`src/rtl/window_allocator.sv`:
```
// rtl/window_allocator.sv - one allocator slot: captures a (2h+1)^2 window of broadcast pixels per plane, then drains it in raster order
// Optional edge zero padding is enabled by defining ALLOC_ZERO_PAD_EN.
module window_allocator #(
   parameter int data_width   = 8,
   parameter int max_halfsize = 3
) (
   input  logic                  clk,
   input  logic                  rst,
   input  logic [7:0]            image_dim,
   input  logic [8:0]            image_depth,
   input  logic [1:0]            filter_halfsize,
   input  logic [7:0]            positioner_x,
   input  logic [7:0]            positioner_y,
   input  logic                  positioner_select,
   input  logic [7:0]            issue_x,
   input  logic [7:0]            issue_y,
   input  logic [data_width-1:0] issue_data,
   input  logic                  issue_en,
   output logic                  issue_block,
   output logic [data_width-1:0] out_data,
   output logic                  out_valid,
   input  logic                  out_ready,
   output logic                  out_last,
   output logic [8:0]            out_plane,
   output logic                  busy,
   output logic                  done,
   output logic                  err
);
   localparam int max_side  = 2 * max_halfsize + 1;
   localparam int max_cells = max_side * max_side;
   localparam int ptr_w     = $clog2(max_cells);

   typedef enum logic [1:0] {st_idle, st_fill, st_drain} state_t;
   state_t state, state_next;

   logic [data_width-1:0] cells [max_cells];
   logic [max_cells-1:0]  valid, pad, valid_fill, need_mask, pad_arm, pad_restart;
   logic [7:0]            x0, y0;
   logic [1:0]            h;
   logic [8:0]            plane;
   logic [ptr_w-1:0]      rd_ptr, wr_idx, n_cells, side_u;
   logic [9:0]            depth_eff;
   logic                  pad_en, in_win, window_full, handshake, at_last, more_planes;
   logic signed [9:0]     dx, dy, hs, side_s;

   function automatic logic [max_cells-1:0] count_mask(input logic [ptr_w-1:0] n);
      logic [max_cells-1:0] m;
      for (int i = 0; i < max_cells; i++) m[i] = (i < int'(n));
      return m;
   endfunction

   // Cells of the window whose image coordinate falls outside 0..dim-1.
   function automatic logic [max_cells-1:0] off_image(input logic [7:0] cx, input logic [7:0] cy,
                                                       input logic [1:0] ch, input logic [7:0] dim);
      logic [max_cells-1:0] m;
      logic [ptr_w-1:0]     idx;
      int                   side, px, py;
      m    = '0;
      side = 2 * int'(ch) + 1;
      for (int r = 0; r < max_side; r++) begin
         for (int c = 0; c < max_side; c++) begin
            px  = int'(cx) - int'(ch) + c;
            py  = int'(cy) - int'(ch) + r;
            idx = ptr_w'(r * side + c);
            if (r < side && c < side && (px < 0 || py < 0 || px >= int'(dim) || py >= int'(dim)))
               m[idx] = 1'b1;
         end
      end
      return m;
   endfunction

   always_comb begin
`ifdef ALLOC_ZERO_PAD_EN
      pad_en = 1'b1;
`else
      pad_en = 1'b0;
`endif
      pad_arm     = pad_en ? off_image(positioner_x, positioner_y, filter_halfsize, image_dim) : '0;
      pad_restart = pad_en ? off_image(x0, y0, h, image_dim) : '0;
   end

   // 10-bit signed offsets so centres near 0 or 255 never wrap.
   assign hs     = $signed({8'b0, h});
   assign side_s = $signed({7'b0, h, 1'b1});
   assign dx     = $signed({2'b0, issue_x}) - $signed({2'b0, x0});
   assign dy     = $signed({2'b0, issue_y}) - $signed({2'b0, y0});
   assign in_win = (dx >= -hs) && (dx <= hs) && (dy >= -hs) && (dy <= hs);
   assign wr_idx = ptr_w'((dy + hs) * side_s + (dx + hs));

   always_comb begin
      valid_fill = valid;
      if (issue_en && in_win) valid_fill[wr_idx] = 1'b1;
   end

   assign side_u      = {{(ptr_w-3){1'b0}}, h, 1'b1};
   assign n_cells     = side_u * side_u;
   assign need_mask   = count_mask(n_cells);
   assign window_full = (valid_fill & need_mask) == need_mask;
   assign handshake   = out_valid && out_ready;
   assign at_last     = (rd_ptr == n_cells - ptr_w'(1));
   assign depth_eff   = (image_depth == 9'd0) ? 10'd1 : {1'b0, image_depth};
   assign more_planes = ({1'b0, plane} + 10'd1) < depth_eff;

   always_ff @(posedge clk) begin
      if (rst) state <= st_idle;
      else     state <= state_next;
   end

   always_comb begin
      state_next  = state;
      issue_block = 1'b0;
      out_valid   = 1'b0;
      out_last    = 1'b0;
      out_data    = '0;
      busy        = (state != st_idle);
      case (state)
         st_idle:  if (positioner_select) state_next = st_fill;
         st_fill:  if (window_full) state_next = st_drain;
         st_drain: begin
            issue_block = 1'b1;
            out_valid   = 1'b1;
            out_last    = at_last;
            out_data    = pad[rd_ptr] ? '0 : cells[rd_ptr];
            if (handshake && at_last) state_next = more_planes ? st_fill : st_idle;
         end
         default:  state_next = st_idle;
      endcase
   end

   always_ff @(posedge clk) begin
      if (rst) begin
         valid  <= '0;
         pad    <= '0;
         x0     <= '0;
         y0     <= '0;
         h      <= '0;
         plane  <= '0;
         rd_ptr <= '0;
         done   <= 1'b0;
         err    <= 1'b0;
      end else begin
         done <= 1'b0;
         if (positioner_select && state != st_idle) err <= 1'b1;
         case (state)
            st_idle: begin
               if (positioner_select) begin
                  x0     <= positioner_x;
                  y0     <= positioner_y;
                  h      <= filter_halfsize;
                  valid  <= pad_arm;
                  pad    <= pad_arm;
                  plane  <= '0;
                  rd_ptr <= '0;
               end
            end
            st_fill: valid <= valid_fill;
            st_drain: begin
               if (handshake) begin
                  if (at_last) begin
                     rd_ptr <= '0;
                     if (more_planes) begin
                        plane <= plane + 9'd1;
                        valid <= pad_restart;
                        pad   <= pad_restart;
                     end else begin
                        done  <= 1'b1;
                        valid <= '0;
                     end
                  end else begin
                     rd_ptr <= rd_ptr + ptr_w'(1);
                  end
               end
            end
            default: ;
         endcase
      end
   end

   // Window storage needs no reset: a cell is only read once its valid bit is set.
   always_ff @(posedge clk) begin
      if (state == st_fill && issue_en && in_win) cells[wr_idx] <= issue_data;
   end

   assign out_plane = plane;
endmodule

```
`config.mk`:
```
export PLATFORM = sky130hd
export DESIGN_NAME = window_allocator
export DESIGN_NICKNAME = d
export VERILOG_FILES = /design/src/rtl/window_allocator.sv
export SDC_FILE = /design/constraint.sdc
export NUM_CORES = 1
export LEC_CHECK = 0
export ABC_AREA = 1
export CORE_MARGIN = 2
export CORE_UTILIZATION = 25
export DETAILED_ROUTE_END_ITERATION = 6
export MAX_ROUTING_LAYER = met4
export PLACE_DENSITY = 0.35
export SLEW_MARGIN = 20
export SYNTH_ARGS = -nofsm -noshare
export SYNTH_HDL_FRONTEND = slang
export SYNTH_SLANG_ARGS = --single-unit
export TNS_END_PERCENT = 10
```
`constraint.sdc`:
```
create_clock -name clk -period 8.49 [get_ports clk]
set_input_delay 0.849 -clock clk [delete_from_list [all_inputs] [get_ports clk]]
set_output_delay 0.849 -clock clk [all_outputs]
set_load 0.005 [all_outputs]
```
==> impl_metrics.csv <==
group,metric,value,unit
synthesis,synth_fa_ha_area_share,4.55,%
clock_tree,htreeDepth,2,
clock_tree,ctsHoldBuffers,0,
sta,finalSetupTns,0,ns
placed_design,place_inst,3435,
cells_and_area,fillerInstances,9370,
route,via_count,16763,
die,die_width,306,um
critical_path,crit_type,"input pin to flop",
synthesis,synthMuxAreaShare,0,%
sta,finalMaxSlewViolations,0,
die,die_area,93800,um2
cells_and_area,final_common_cell,"edfxtp_1",
sta,tightest_slew,1.05,ns
synthesis,synth_top_cell_area_share,51.5,%
global_routing,grt_max_degree,79,
route,drtPass1Iterations,5,
worst_hold_path,hp-class,"flop to flop",
route,routed_wl,72300,um
global_routing,grt_pass1_wl,108000,um
clock_tree,root_buffer,"clkbuf_16",
sta,hold_violations,0,
cells_and_area,layout_common_cells,"edfxtp_1 (392), nor2_1 (328), nand2_1 (279)",
synthesis,synth_edf_count,392,
power,swShare,30.6,%
power,total_leakage_power,0.00981,uW
placed_design,numPortBuffers,78,
synthesis,synthSimpleGateAreaFrac,16.2,%
cells_and_area,stdcell_count,3540,
synthesis,synth_compound_area_share,13.3,%
sta,worst_slack,1.44,ns
placed_design,place_area,25200,um2
placed_design,gp_congestion,0.796,
clock_tree,cts_setup_buffers,0,
power,p_clk_share,39.6,%
clock_tree,cts.path.max_buffers,3,
route,drt_iter0_drc,1170,
route,ant_nets,0,
global_routing,overflow,0,
critical_path,critical-path-slowest-cell,"fa_1",
cells_and_area,drive_gt1_share,9.81,%
critical_path,critPathCaptureType,"flop",
synthesis,synth-async-reset-ratio,0,%
sta,period_needed,7.05,ns
global_routing,grt_pass1_vias,16810,
die,fp.dieH,306,um
sta,finalClockSkew,0.0349,ns
critical_path,cp_max_fo,34,
synthesis,synth_area_per_cell,10.3,um2
cells_and_area,syn_to_final_growth,18.9,%
synthesis,yosysSeqAreaShare,59.6,%
die,coreArea,90300,um2
route,drc,0,
critical_path,critical-path-max-stage-delay,0.56,ns
sta,setup_viol,0,
sta,max_freq,142,MHz
synthesis,synth_cell_types,59,
route,wl_per_cell,20.4,um
power,irDropWorstVdd,0.147,mV
clock_tree,worstSkewPairLatency,0.63,ns
synthesis,syn-cell-area,22800,um2
placed_design,dp_slack,0.745,ns
synthesis,yosys_register_bits,484,
critical_path,required,8.97,ns
power,pwr-share-seq,39.9,%
die,initial_core_util,25.3,%
critical_path,arrival,7.53,ns
synthesis,synth_top_cell_by_area,"edfxtp_1",
synthesis,synth_xor_area_share,0.833,%
power,power_density,239,nW/um2
power,p_int,4500,uW
cells_and_area,antenna_cells,0,
power,combPwrFrac,20.5,%
die,rows,110,
clock_tree,cts_made_buffers,58,
critical_path,critPathLaunchType,"input pin",
synthesis,synth_area_leaders,"edfxtp_1 (52%), dfxtp_1 (8.1%), nor2_1 (5.4%), o21ai_0 (4.9%), nand2_1 (4.6%)",
job,drv_cap,0,
clock_tree,cts_tree,"done",
outcome,status,"finished clean",
global_routing,grt_use_total,15.7,%
sta,grt_setup_unrepaired,"no",
clock_tree,post_cts_resized,0,
placed_design,hpwl,45900,um
critical_path,cpMostUsedCell,"nand2_1",
global_routing,antenna_found_initial,1,
sta,slew_headroom,30.0,%
synthesis,yosys_warnings,0,
critical_path,rr_worst_depth,35,
clock_tree,clkSinkCount,484,
synthesis,synth_top_family_by_area,"simple AND/OR/NAND/NOR gates",
synthesis,synth-main-ff-cell,"edfxtp_1",
power,p_sw,1990,uW
die,ios,87,
clock_tree,cts.clk_slew.worst_paths,0.06,ns
cells_and_area,post-route-cell-area,27200,um2
worst_hold_path,whs_path_depth,2,
synthesis,postSynthCellCount,2225,
route,post_drt_via_cell_ratio,4.74,
synthesis,synth_nets,2366,
cells_and_area,layout.nets,2460,
sta,finalCritPeriodShare,83.0,%
## cell type report
type                    count  area [um2]  share of cell area (%)
multi-input cells        1412        7990                    29.4
clock inverters            24         333                    1.23
repair buffers            153        1320                    4.85
inverters                 210         791                    2.91
well taps                1176        1470                    5.42
clock buffers              81        1640                    6.03
flip-flops and latches    484       13600                    50.1
## worst max-delay path, delay by kind of cell
family          cells  cell delay (ns)
compound gates      5             0.99
fa+ha+maj           7             2.62
buf+inv             5             0.77
simple gates       20             2.31
## layer usage
layer	vias up	global-route usage, %	part of all wire, %
met2	347	24.3	45
met5	-	-	0
met3	104	2.14	4.2
met1	8200	21.8	49
li1	8112	-	-
met4	0	4.04	2.4
## kinds of logic (layout without fill, tap and decap cells)
logic type               count (synthesis)  in the layout
AND/OR/NAND/NOR                        837            837
flip-flops                             484            484
AO/OA/AOI/OAI                          478            478
buffers and inverters                  329            468
adder cells (fa/ha/maj)                 77             77
XOR/XNOR                                20             20
## metrics by stage
| step | total power [uW] | utilization [%] | hold slack [ns] |
|---|---|---|---|
| 6_report | 6490 | 30.1 | 0.456 |
| 5_1_grt | 6820 | 30.1 | 0.490 |
| 4_1_cts | 6590 | 30.1 | 0.463 |
| 3_5_place_dp | 3980 | 27.9 | 0.457 |
| 3_3_place_gp | 3980 | 27.9 | 0.448 |
| 2_1_floorplan | 3580 | - | 0.433 |
## flip-flops by register name, summed over array words and instances (netlist names), named ones only
name,flops
cells,392
done,1
err,1
h,2
out_plane,9
rd_ptr,6
state,2
valid,49
x0,8
y0,8
## synth_stat cells (2+ instances only)
cell,number
a211oi_1,13
a21o_1,2
a21oi_1,58
a221o_1,3
a221oi_1,42
a31oi_1,7
buf_6,3
clkbuf_1,113
clkinv_1,4
dfxtp_1,92
edfxtp_1,392
fa_1,10
ha_1,67
inv_1,197
inv_2,9
nand2_1,280
nand2_2,11
nand2_4,5
nand3_1,145
nand3_2,5
nand3b_1,4
nand4_1,32
nor2_1,329
nor2_2,3
nor3_1,5
nor3_4,8
o211ai_1,9
o21ai_0,223
o21ai_1,4
o21bai_1,3
o221ai_1,80
o22ai_1,19
o311ai_0,6
xnor2_1,5
xor2_1,13
## power groups by stage
stage               logic (uW)  registers [uW]  clock network (uW)
finish                    1330            2590                2570
global placement          1340            2640                   0
global route              1490            2590                2740
detailed placement        1340            2640                   0
CTS                       1340            2590                2660
floorplan                  943            2640                   0
## worst paths after layout
check,start,end,slack (ns)
worst max-delay path,issue_y[0],state[0],1.44
worst min-delay path,y0[5],y0[5],0.46
worst max register to register,y0[0],state[0],1.97
worst min register to register,y0[5],y0[5],0.46
Power figures use the tool's default switching activity.
